## src/rtl/div_pkg.sv

```systemverilog
// Shared types and constants for the sequential restoring divider.
package div_pkg;

  localparam int DIV_WIDTH = 8;

  typedef enum logic [2:0] {
    S_LOAD,
    S_WAIT,
    S_START,
    S_LOOP,
    S_FINAL
  } div_state_t;

  // Width of the iteration counter (at least one bit).
  function automatic int cnt_width(input int width);
    return (width > 1) ? $clog2(width) : 1;
  endfunction

endpackage

```

## src/rtl/divider_unit_if.sv

```systemverilog
// Button/switch inputs and display outputs of the divider.
interface divider_unit_if #(
  parameter int WIDTH = div_pkg::DIV_WIDTH
);
  logic             load_clear;
  logic             Run;
  logic [WIDTH-1:0] SW;
  logic [WIDTH-1:0] Divisor;
  logic [WIDTH-1:0] Quotient;
  logic [WIDTH-1:0] Remainder;
  logic             Busy;
  logic             Done;
  logic             DivZero;

  modport master (
    output load_clear, Run, SW,
    input  Divisor, Quotient, Remainder, Busy, Done, DivZero
  );

  modport slave (
    input  load_clear, Run, SW,
    output Divisor, Quotient, Remainder, Busy, Done, DivZero
  );
endinterface

```

## src/rtl/div_datapath.sv

```systemverilog
// Divisor/Q/R registers, {R,Q} shifter and trial subtractor of the restoring divider.
module div_datapath #(
  parameter int WIDTH = div_pkg::DIV_WIDTH
) (
  input  logic             Clk,
  input  logic             Reset_n,
  input  logic [WIDTH-1:0] sw,
  input  logic             ld_div,
  input  logic             start,
  input  logic             shift,
  input  logic             sub_try,
  input  logic             div0,
  output logic             borrow,
  output logic             div_is_zero,
  output logic [WIDTH-1:0] divisor,
  output logic [WIDTH-1:0] quotient,
  output logic [WIDTH-1:0] remainder
);

  logic [WIDTH:0]   r;
  logic [WIDTH+1:0] diff;

  // R is one bit wider than the divisor so the shifted partial remainder never overflows.
  assign diff        = {1'b0, r} - {2'b00, divisor};
  assign borrow      = diff[WIDTH+1];
  assign div_is_zero = (divisor == '0);
  assign remainder   = r[WIDTH-1:0];

  // NOTE: sequential state uses non-blocking assignments so every register sees
  // pre-edge values, independent of statement order.
  always_ff @(posedge Clk or negedge Reset_n) begin
    if (!Reset_n) begin
      divisor  <= '0;
      quotient <= '0;
      r        <= '0;
    end else if (ld_div) begin
      divisor  <= sw;
      quotient <= '0;
      r        <= '0;
    end else if (start) begin
      quotient <= div0 ? '1 : sw;
      r        <= div0 ? {1'b0, sw} : '0;
    end else if (shift) begin
      r        <= {r[WIDTH-1:0], quotient[WIDTH-1]};
      quotient <= {quotient[WIDTH-2:0], 1'b0};
    end else if (sub_try && !borrow) begin
      r           <= diff[WIDTH:0];
      quotient[0] <= 1'b1;
    end
  end

endmodule

```

## src/rtl/divider_unit.sv

```systemverilog
// Control FSM, iteration counter and shift/subtract phase of the restoring divider.
module divider_unit
  import div_pkg::*;
#(
  parameter int WIDTH = DIV_WIDTH
) (
  input  logic           Clk,
  input  logic           Reset_n,
  divider_unit_if.slave  bus
);

  localparam int CNT_W = cnt_width(WIDTH);

  div_state_t       state, state_n;
  logic [CNT_W-1:0] cnt;
  logic             phase;
  logic             div_zero;
  logic             ld_div, start, shift, sub_try;
  logic             borrow, div_is_zero;

  always_ff @(posedge Clk or negedge Reset_n) begin
    if (!Reset_n) begin
      state    <= S_WAIT;
      cnt      <= '0;
      phase    <= 1'b0;
      div_zero <= 1'b0;
    end else begin
      state <= state_n;
      case (state)
        S_LOAD:  div_zero <= 1'b0;
        S_START: begin
          cnt      <= '0;
          phase    <= 1'b0;
          div_zero <= div_is_zero;
        end
        S_LOOP: begin
          phase <= ~phase;
          if (phase) cnt <= cnt + 1'b1;
        end
        default: ;
      endcase
    end
  end

  // NOTE: every always_comb output gets a default first so no path leaves it
  // unassigned, which would infer a latch.
  always_comb begin
    state_n = state;
    ld_div  = 1'b0;
    start   = 1'b0;
    shift   = 1'b0;
    sub_try = 1'b0;
    case (state)
      S_LOAD: begin
        ld_div = 1'b1;
        if (!bus.load_clear) state_n = S_WAIT;
      end
      S_WAIT:  if (bus.Run) state_n = S_START;
      S_START: begin
        start   = 1'b1;
        state_n = div_is_zero ? S_FINAL : S_LOOP;
      end
      S_LOOP: begin
        if (!phase) begin
          shift = 1'b1;
        end else begin
          sub_try = 1'b1;
          if (cnt == CNT_W'(WIDTH - 1)) state_n = S_FINAL;
        end
      end
      S_FINAL: if (!bus.Run) state_n = S_WAIT;
      default: state_n = S_WAIT;
    endcase
    // Loading the divisor overrides whatever the FSM was doing.
    if (bus.load_clear) state_n = S_LOAD;
  end

  assign bus.Busy    = (state == S_START) || (state == S_LOOP);
  assign bus.Done    = (state == S_FINAL);
  assign bus.DivZero = div_zero;

  div_datapath #(.WIDTH(WIDTH)) u_datapath (
    .Clk         (Clk),
    .Reset_n     (Reset_n),
    .sw          (bus.SW),
    .ld_div      (ld_div),
    .start       (start),
    .shift       (shift),
    .sub_try     (sub_try),
    .div0        (div_is_zero),
    .borrow      (borrow),
    .div_is_zero (div_is_zero),
    .divisor     (bus.Divisor),
    .quotient    (bus.Quotient),
    .remainder   (bus.Remainder)
  );

endmodule

```

## src/flat_wrapper.sv

```systemverilog
// flat-port wrapper written by rule: the top's interface ports become plain ports
module divider_unit_flat import div_pkg::*;
#(
  parameter int WIDTH = DIV_WIDTH
)
  (Clk, Reset_n, bus_load_clear, bus_Run, bus_SW, bus_Divisor, bus_Quotient, bus_Remainder, bus_Busy, bus_Done, bus_DivZero);
  divider_unit_if #(.WIDTH(WIDTH)) bus_i ();
  input  logic Clk;
  input  logic Reset_n;
  input wire logic [$bits(bus_i.load_clear)-1:0] bus_load_clear;
  input wire logic [$bits(bus_i.Run)-1:0] bus_Run;
  input wire logic [$bits(bus_i.SW)-1:0] bus_SW;
  output wire logic [$bits(bus_i.Divisor)-1:0] bus_Divisor;
  output wire logic [$bits(bus_i.Quotient)-1:0] bus_Quotient;
  output wire logic [$bits(bus_i.Remainder)-1:0] bus_Remainder;
  output wire logic [$bits(bus_i.Busy)-1:0] bus_Busy;
  output wire logic [$bits(bus_i.Done)-1:0] bus_Done;
  output wire logic [$bits(bus_i.DivZero)-1:0] bus_DivZero;
  assign bus_i.load_clear = bus_load_clear;
  assign bus_i.Run = bus_Run;
  assign bus_i.SW = bus_SW;
  assign bus_Divisor = bus_i.Divisor;
  assign bus_Quotient = bus_i.Quotient;
  assign bus_Remainder = bus_i.Remainder;
  assign bus_Busy = bus_i.Busy;
  assign bus_Done = bus_i.Done;
  assign bus_DivZero = bus_i.DivZero;
  divider_unit #(.WIDTH(WIDTH)) u_core (.Clk(Clk), .Reset_n(Reset_n), .bus(bus_i));
endmodule
```

## config.mk

```make
export PLATFORM = sky130hd
export DESIGN_NAME = divider_unit_flat
export DESIGN_NICKNAME = d
export VERILOG_FILES = /design/src/rtl/div_pkg.sv /design/src/rtl/divider_unit_if.sv /design/src/rtl/div_datapath.sv /design/src/rtl/divider_unit.sv /design/src/flat_wrapper.sv
export SDC_FILE = /design/constraint.sdc
export NUM_CORES = 1
export LEC_CHECK = 0
export CORE_ASPECT_RATIO = 2
export CORE_MARGIN = 4
export CORE_UTILIZATION = 57
export DETAILED_ROUTE_END_ITERATION = 12
export GPL_TIMING_DRIVEN = 0
export PLACE_DENSITY = 0.92
export SYNTH_ARGS = -nofsm -noshare
export SYNTH_HDL_FRONTEND = slang
export SYNTH_HIERARCHICAL = 1
export SYNTH_SLANG_ARGS = --single-unit
```

## constraint.sdc

```tcl
create_clock -name Clk -period 6 [get_ports Clk]
set_input_delay 1.2 -clock Clk [delete_from_list [all_inputs] [get_ports Clk]]
set_output_delay 1.2 -clock Clk [all_outputs]
set_load 0.05 [all_outputs]
```

-- Word-level counts from Yosys, hierarchy flattened
Cells that the tools add are included.
- bits in read-only memories: 0
- memories: 0
- bits in latches: 0
- register bits after elaboration: 33
- bits in writable memories: 0
- $lt $le $gt $ge: 0
- shift-type cells: 0
- div/mod/pow operators: 0
- $mul: 0
- muxes and demuxes: 28
- bitwise logic cells: 1
- add/subtract/negate cells: 2
- eq/ne operators: 10
- reduce and logical (&&, ||, !) cells: 11
- operators by type and width (cell ; count):
    $mux W9 ; 4
    $mux W8 ; 4
    $mux W3 ; 7
    $pmux W3 S4 ; 1
    $sub A9 B8 Y10 ; 1
    $logic_not A8 Y1 ; 1
    $mux W1 ; 8
    $mux W7 ; 1
    $eq A3 B2 Y1 const B ; 2
    $eq A3 B3 Y1 const B ; 2
    $ne A3 B2 Y1 const B ; 2
    $ne A3 B3 Y1 const B ; 2
    $pmux W3 S2 ; 1
    $pmux W1 S2 ; 2
    $reduce_and A4 Y1 ; 1
    $reduce_bool A2 Y1 ; 2
    $reduce_bool A4 Y1 ; 1
    $add A3 B1 Y3 const B ; 1
    $eq A3 B1 Y1 const B ; 1
    $logic_not A3 Y1 ; 1
    $reduce_bool A3 Y1 ; 1
    $ne A2 B1 Y1 const B ; 1
    $reduce_and A2 Y1 ; 1
    $logic_and A1 B1 Y1 ; 1
    other kinds (3) ; 3

-- Longest topological paths before layout
Gate-level depths: netlist (run 1).
- depth in word-level cells: 7
- depth in mapped cells: 11
- gate-level depth less buffers: 9

-- Cells and area by module
Netlist (run 1), hierarchy kept.
- by module, submodules not included (module ; area each (um2) ; cells an instance ; instances ; seq. area each (um2)):
    div_datapath ; 1719.1 ; 191 ; 1 ; 625.6
    divider_unit ; 530.5 ; 58 ; 1 ; 201.4

-- Least setup slack after synthesis (run 1)
No wires, ideal clock.
- path kind: register to output
- from: reg u_core.state[0]
- to: out bus_Done
- cell stages (with the launch flop): 4
- arrival: 1.753 ns
- path slack: 3.047 ns
- path through: dfstp_2 buf_6 clkbuf_1 nor3_1
- word-level cells in the longest chain between the ends: 1
- RTL lines (item ; RTL line ; source):
    start, declared ; divider_unit.sv:14 ; div_state_t state, state_n;
    start signal, assigned ; divider_unit.sv:28 ; state <= state_n;
    $eq A3 B3 Y1 ; divider_unit.sv:79 ; assign bus.Done = (state == S_FINAL);
    end, declared ; flat_wrapper.sv:17 ; output wire logic [$bits(bus_i.Done)-1:0] bus_Done;
No other way between the ends.

-- Worst setup path in the final report (run 1)
Ends and elaborated chain as after synthesis.

==> results of run 1 <==
## registers in the layout, summed over array words and instances (netlist names)
signal / flops
u_core/state: 3
u_core/u_datapath/divisor: 8
u_core/cnt: 3
u_core/phase: 1
u_core/bus.DivZero: 1
u_core/u_datapath/r: 9
u_core/u_datapath/quotient: 8
## per-stage QoR
stage	setup slack, ps	total power, mW	area (µm²)	instances
2_1_floorplan	3047	0.8879	2242	248
3_3_place_gp	3023	1.059	2686	337
3_5_place_dp	2991	1.077	2681	337
4_1_cts	2677	1.307	2801	345
5_1_grt	2568	1.390	2801	345
6_report	2700	1.306	2801	345
## power groups by stage
stage	Sequential, mW	Clock, mW	Combinational [mW]
final	0.335	0.219	0.752
after global routing	0.342	0.233	0.815
after CTS	0.334	0.224	0.749
after detailed placement	0.337	0	0.740
after global placement	0.334	0	0.725
after floorplan	0.396	0	0.492
## layer usage
layer	GRT usage (%)	vias up	wire length (µm)	part of all wire, %
met5	0	-	0	0
met4	20.47	0	358	6.0
met3	4.931	36	294	4.9
met2	44.25	90	3315	56
met1	25.93	968	1975	33
li1	-	971	-	-
## worst register-to-register path, delay by kind of cell (launching register included)
family                 cells  cell delay (ps)
flip-flops                 1              530
buffers and inverters      4             1230
AND/OR/NAND/NOR            2              490
AO/OA/AOI/OAI              3              560
## cell type report
class	count	area [µm²]	area share, %
Inverter	17	63.81	2.278
Tap cell	51	63.81	2.278
Timing Repair Buffer	38	375.4	13.40
Clock buffer	6	82.58	2.948
Sequential cell	33	827.0	29.52
Multi-Input combinational cell	177	1212	43.28
Buffer	21	138.9	4.958
Clock inverter	2	37.54	1.340
## worst max path at each step
stage          endpoint  depth (start not counted)                         from
6_report       bus_Done                          4  u_core/state[0]$_DFFE_PN1P_
5_1_grt        bus_Done                          4  u_core/state[0]$_DFFE_PN1P_
4_1_cts        bus_Done                          4  u_core/state[0]$_DFFE_PN1P_
3_5_place_dp   bus_Done                          4  u_core/state[0]$_DFFE_PN1P_
3_3_place_gp   bus_Done                          4  u_core/state[0]$_DFFE_PN1P_
2_1_floorplan  bus_Done                          3  u_core/state[0]$_DFFE_PN1P_
==> flow_results.org, run 1 <==
** Pwr
- In this run the static leakage power is roughly 1.2 nW.
- Per report_power, the sequential group accounts for roughly 26% of the total.
- Switching power as a share of total power :: 44.90%
- The worst-case IR drop observed on VDD is ~0.24 mV.
- In this run the power density over the cells is around 470 mW/mm².
- Of the total power, the clock network draws roughly 17%.
- In this run the power spent charging and discharging nets is around 0.59 mW.
- Combinational cells account for 57.6% of the total power.
- Cell-internal power :: between 0.7 and 0.8 mW

** Clock tree
- Clock-pin slew was measured on the worst setup and hold paths at 70 ps.
- Clock tree synthesis found a total of 33 sinks.
- In this run the clock root is driven by a sky130_fd_sc_hd__clkbuf_8.
- Post_cts resized :: 0
- Latest clock arrival within the worst-skew pair :: just under 300 ps
- The H-tree generated during clock tree synthesis spans 2 levels.
- TritonCTS built the clock tree.
- In this run, post-CTS hold repair placed 0 buffers.
- The clock passes through at most 2 buffers.
- Counting the buffers created by CTS gives 5.
- After clock tree synthesis, the setup repair step added 0 buffers.

** Route
- Wire length per cell :: 17.23 µm
- Total via count after detailed routing :: 2065
- Total iterations of the first detailed-routing run :: 4
- DR vias/cell :: ~6
- Detailed-route wire length :: 5944 µm
- DRC violation total after the first TritonRoute iteration :: roughly 130
- For this run, design rule violations remaining after detail routing come to 0.
- Antenna viol nets, final :: 0

** Cells and area
- The layout has 303 filler cells.
- Antenna cell count :: 0
- For this run, the post-layout net count is 316.
- Highest-count cells in the layout ignoring fill and taps :: sky130_fd_sc_hd__clkdlybuf4s50_1, sky130_fd_sc_hd__dfrtp_1, sky130_fd_sc_hd__nand2_1, sky130_fd_sc_hd__nor2_1, sky130_fd_sc_hd__inv_1
- Most common library cell in the layout ignoring fill and taps :: sky130_fd_sc_hd__clkdlybuf4s50_1
- Layout Utilization :: 72.88%
- Area Overhead vs Synth :: 24.94%
- Layout cell share with drive strength beyond 1 :: 15.65%

** Yosys
- Yosys printed 6 warnings.
- Post-Syn Nets :: approximately 270
- Averaged over all synthesized cells, the footprint is 9.041 µm².
- After synthesis the cells add up to between 0.002 and 0.0025 mm².
- Synthesis handed over a netlist of 248 instances.

** GRT
- Summed over all layers, the global routing overflow is 0.
- Entering global routing, the biggest net connects 34 pins.
- Total global routing track utilization :: a little over a quarter
- The initial antenna violation count is 0.
- Global-route wire length before repair :: 9915 µm
- The number of global-route vias before repair came to 2156.

** Placement
- Final RePlAce weighted congestion :: 0.8834
- During placement, the flow inserted port buffers numbering 38.
- After legalization and detailed placement, the total HPWL measured ~4400 µm.

** Worst setup path
- Slowest stage cell, crit path :: sky130_fd_sc_hd__clkdlybuf4s50_1
- Worst Path Arrival :: 2100 ps
- The critical path is of the reg2out type.
- Largest stage delay on the critical path :: ~710 ps
- The number of cells on the worst reg-to-reg path is 9.
- The startpoint identified for the worst register-to-register timing path is u_core/state[0]$_DFFE_PN1P_.
- Traced cell by cell, the critical path runs through buf_6 -> clkbuf_1 -> nor3_1 -> clkdlybuf4s50_1.
- For the worst setup path, the data required time is 4800 ps.
- Highest fanout seen on the critical path :: 10
- The worst register-to-register path ends at u_core/u_datapath/r[2]$_DFFE_PN0P_.
- The worst register-to-register path has a setup slack of 3090 ps.
- Among cell families on the critical path, the largest total delay comes from buffers and inverters.
- Counting both buffers and inverters, the worst setup path holds a total of 3.
- The worst setup path is launched from a register.
- Type of element capturing the critical path :: output port

** Die
- Once the floorplan was initialized, standard cells occupied 58.33% of the core.
- Core footprint :: approximately 0.0038 mm²
- Num ports :: 39
- Total Die Area :: 0.005062 mm²
- Die Ht :: about 97 µm
- The die is 52.35 µm wide.
- Cell Rows :: 32

** STA
- Final clock period utilization by the worst path :: 55.01%
- Setup repair after global routing missed its margin :: no
- Setup TNS Final :: 0 ps
- Final setup skew :: 1.437 ps
- The number of hold-slack violations in the final timing report was 0.
- After layout, the minimum clock period comes to 3300 ps.
- For this run, the top clock speed supported by timing is 303.0 MHz.
- The worst pin sits at a relative slew slack of about half.
- The total count of max-transition violations in the final report came to 0.
- Hold Slack :: 526.6 ps
- Worst Max-Slew Pin Slew :: about 760 ps
- Setup violations remaining at the end of the flow were counted as 0.

** Min path
- The min-delay analysis places its worst path in the category reg2reg.
- Startpoint of the worst hold path :: u_core/bus.DivZero$_DFFE_PN0P_
- The path with the worst hold slack has its endpoint at u_core/bus.DivZero$_DFFE_PN0P_.
- WHS Path Cells :: 2

** Run
- Reported max-cap violation count :: 0

** Status
- The flow ran to the end, and the final reports show no timing, DRC or antenna violations.
(Power assumes the default switching activity.)
==> inputs of run 2 (changes only) <==
- CORE_UTILIZATION: 57 -> 48
- PLACE_DENSITY: 0.92 -> 0.83
- clock period: 6 -> 2.97 ns (I/O delays scaled with it)
==> run 2 against run 1 <==
Net effect:
- power up 100%
- worst setup slack worse by 2400 ps
- routed wire length shrank 3.6%
- combinational power grew 100%
- final area about the same
- sequential power increased by 100%
- global-route usage is 5.1 points lower
- worst hold slack worse by 150 ps
- critical endpoint unchanged
- sequential share of layout area is essentially flat
- sequential cell count stayed put
- final cell count grew 0.87%
- first-iteration DRC count is 62% lower
==> flow_results.org, run 2 (synthesis gave the netlist of run 1 again) <==
** Status
- The flow ran to the end, and the final reports show no timing, DRC or antenna violations.

** Placement
- HPWL reported at the end of detailed placement :: 4460 µm (+0.83%)
- The placer congestion estimate came to 0.8438 (-4.5%).
- Port Buf Inserts :: 38 (unchanged)
- Post-place instance area :: 0.002686 mm² (+0.19%)
- The placed cell count was 341 (+1.2%).
- Setup Slack @ Placement :: 188.2 ps (-2802 ps)

** Die
- Initial Util :: 49.23% (-9.1 points)
- Core footprint :: 0.004554 mm² (+18%)
- The die extent in y was 104.7 µm (+8.2%).
- The number of rows in the core area is 35 (+9.4%).
- Total Die Area :: 0.005895 mm² (+16%)
- Die Width :: 56.33 µm (+7.6%)
- Num ports :: 39 (unchanged)

** Route
- DRC violation total after the first TritonRoute iteration :: 48 (-62%)
- Detailed-route wire length :: 5731 µm (-3.6%)
- Antenna viol nets, final :: 0 (unchanged)
- The total via count in the routed design came to 2020 (-2.2%).
- Total iterations of the first detailed-routing run :: 4 (unchanged)
- The via density per instance is 5.805 (-3.0%).
- The average routed wire per standard cell is 16.47 µm (-4.4%).
- Residual DRC :: 0 (unchanged)

** STA
- Of the available clock period, the critical path in the final layout requires 91.32%.
- The worst path setup slack after routing came to 257.8 ps (-2442 ps).
- Pins Over Slew Limit :: 0 (unchanged)
- The final hold slack is 377.3 ps (-149.2 ps).
- Total setup violations reported at the end of the flow :: 0 (unchanged)
- Setup repair after global routing missed its margin :: no
- Achievable Freq :: 368.7 MHz
- Final setup skew :: 5.938 ps (+4.502 ps)
- The accumulated negative setup slack is 0 ps (unchanged).
- Final period demand of the worst path :: 2712 ps
- The pin slew with the least headroom to its limit came to 793.2 ps (+36.06 ps).
- The worst slew margin relative to its limit is 46.93% (-2.6 points).
- Endpoints failing hold :: 0 (unchanged)

** Pwr
- Register share of total power :: 25.8% (+0.2 points)
- The standby leakage power came to 1.207 nW (about the same).
- Cell-internal power :: 1.452 mW (+100%)
- The net switching fraction of the power is 44.70% (-0.20 points).
- The portion of total power attributed to combinational logic is 57.4% (-0.2 points).
- Clock group share of total power :: 16.8% (about the same)
- The sum of internal, switching and leakage power was 2.625 mW (+100%).
- Sw power :: 1.173 mW (+100%)
- Power density of the placed cells :: 936.7 mW/mm² (+100%)
- The peak ir drop on the vdd network was 0.6502 mV (+170%).

** Clock tree
- The clock tree buffer depth was 2 (unchanged).
- Hold buffer count at CTS :: 0 (unchanged)
- Number of sinks driven by the clock tree :: 33 (unchanged)
- Post-CTS setup-driven buffer insertion count :: 0 (unchanged)
- The tree is rooted in a sky130_fd_sc_hd__clkbuf_8.
- Clock transition at the registers of the reported paths :: 70 ps (about the same)
- Latest clock arrival within the worst-skew pair :: 290 ps (about the same)
- TritonCTS built the clock tree.
- The total clock buffers created by CTS is 5 (unchanged).
- H-tree levels :: 2 (unchanged)
- The total of cells resized after clock tree synthesis is 0 (unchanged).

** Cells and area
- Registers with the most flip-flops :: u_core/u_datapath/r x9, u_core/u_datapath/divisor x8, u_core/u_datapath/quotient x8
- Area Overhead vs Synth :: 25.00% (about the same)
- Finished layout cell area :: 0.002803 mm² (about the same)
- The fraction of final layout cells sized beyond drive strength 1 came to 15.70% (+0.053 points).
- Flip-flop count of the largest register, all copies and words added :: 9 (unchanged)
- Layout Utilization :: 61.54% (-11 points)
- Leaving out fill and tap cells, the most frequent cell in the layout is sky130_fd_sc_hd__clkdlybuf4s50_1.
- The final cell count without fillers is 348 (+0.87%).
- The final layout net count came to 315 (-0.32%).
- The library cells used most frequently in the layout, excluding fill and tap cells, are sky130_fd_sc_hd__clkdlybuf4s50_1, sky130_fd_sc_hd__dfrtp_1, sky130_fd_sc_hd__nand2_1, sky130_fd_sc_hd__nor2_1, sky130_fd_sc_hd__inv_1.
- Counting flops per register, the top entry is u_core/u_datapath/r.
- Antenna cell count :: 0 (unchanged)

** GRT
- The wire length of the first global-routing pass was 9646 µm (-2.7%).
- The number of global-route vias before repair came to 2061 (-4.4%).
- Pin count of the biggest net entering global routing :: 34 (unchanged)
- The overflow left after global routing came to 0 (unchanged).
- Total global routing track utilization :: 21.03% (-5.1 points)
- Antenna violations before repair :: 0 (unchanged)

** Worst setup path
- The required time of the worst setup path is 2380 ps (-2420 ps).
- The maximum fanout encountered on the critical timing path came to 10 (unchanged).
- Reg2Reg Depth :: 8 (-1)
- STA classifies the critical path startpoint as a register.
- The data arrival time of the critical path was 2120 ps (+20 ps).
- STA classifies the critical path endpoint as an output port.
- Worst R2R Setup Slack :: 270 ps (-2820 ps)
- The worst setup path is of the reg2out kind.

** Min path
- Tightest Hold Check Type :: in2async

** Run
- The max-capacitance violation count came to 0 (unchanged).
run 2: cell types whose count changed in the layout (fill, tap and decap cells not counted), sizes merged:
cell    before  now
clkbuf      11   10
run 2: critical path, stage by stage, from the launching register on:
cell and delay, ps:
sky130_fd_sc_hd__dfstp_2 530, sky130_fd_sc_hd__buf_6 120, sky130_fd_sc_hd__clkbuf_1 350, sky130_fd_sc_hd__nor3_1 120, sky130_fd_sc_hd__clkdlybuf4s50_1 720
run 2: cell type report:
cell class	count	area, µm²
Tap cell	55	68.82
Clock buffer	6	82.58
Clock inverter	2	37.54
Inverter	17	63.81
Fill cell	419	1752
Timing Repair Buffer	38	375.4
Buffer	20	135.1
Multi-Input combinational cell	177	1212
Sequential cell	33	827.0
run 2: metal layers:
layer,vias to the layer above,GRT usage (%),wire length (µm)
met4,0,13.07,229
met3,17,3.585,205
met2,59,38.61,3238
met1,974,21.03,2057
met5,-,0,0
li1,970,-,-
run 2: final timing paths:
check | start | endpoint
max in group asynchronous | Reset_n | u_core/u_datapath/quotient[1]$_DFFE_PN0P_
setup reg to reg | u_core/state[0]$_DFFE_PN1P_ | u_core/u_datapath/r[1]$_DFFE_PN0P_
min in group Clk | u_core/bus.DivZero$_DFFE_PN0P_ | u_core/bus.DivZero$_DFFE_PN0P_
setup / recovery | u_core/state[0]$_DFFE_PN1P_ | bus_Done
hold reg to reg | u_core/bus.DivZero$_DFFE_PN0P_ | u_core/bus.DivZero$_DFFE_PN0P_
hold / removal | Reset_n | u_core/u_datapath/r[8]$_DFFE_PN0P_
run 2: power groups by stage:
stage | clock [mW] | combinational (mW) | sequential, mW
detailed placement | 0 | 1.50 | 0.683
finish | 0.442 | 1.51 | 0.676
floorplan | 0 | 0.994 | 0.800
CTS | 0.453 | 1.51 | 0.675
global placement | 0 | 1.47 | 0.677
global route | 0.467 | 1.64 | 0.692
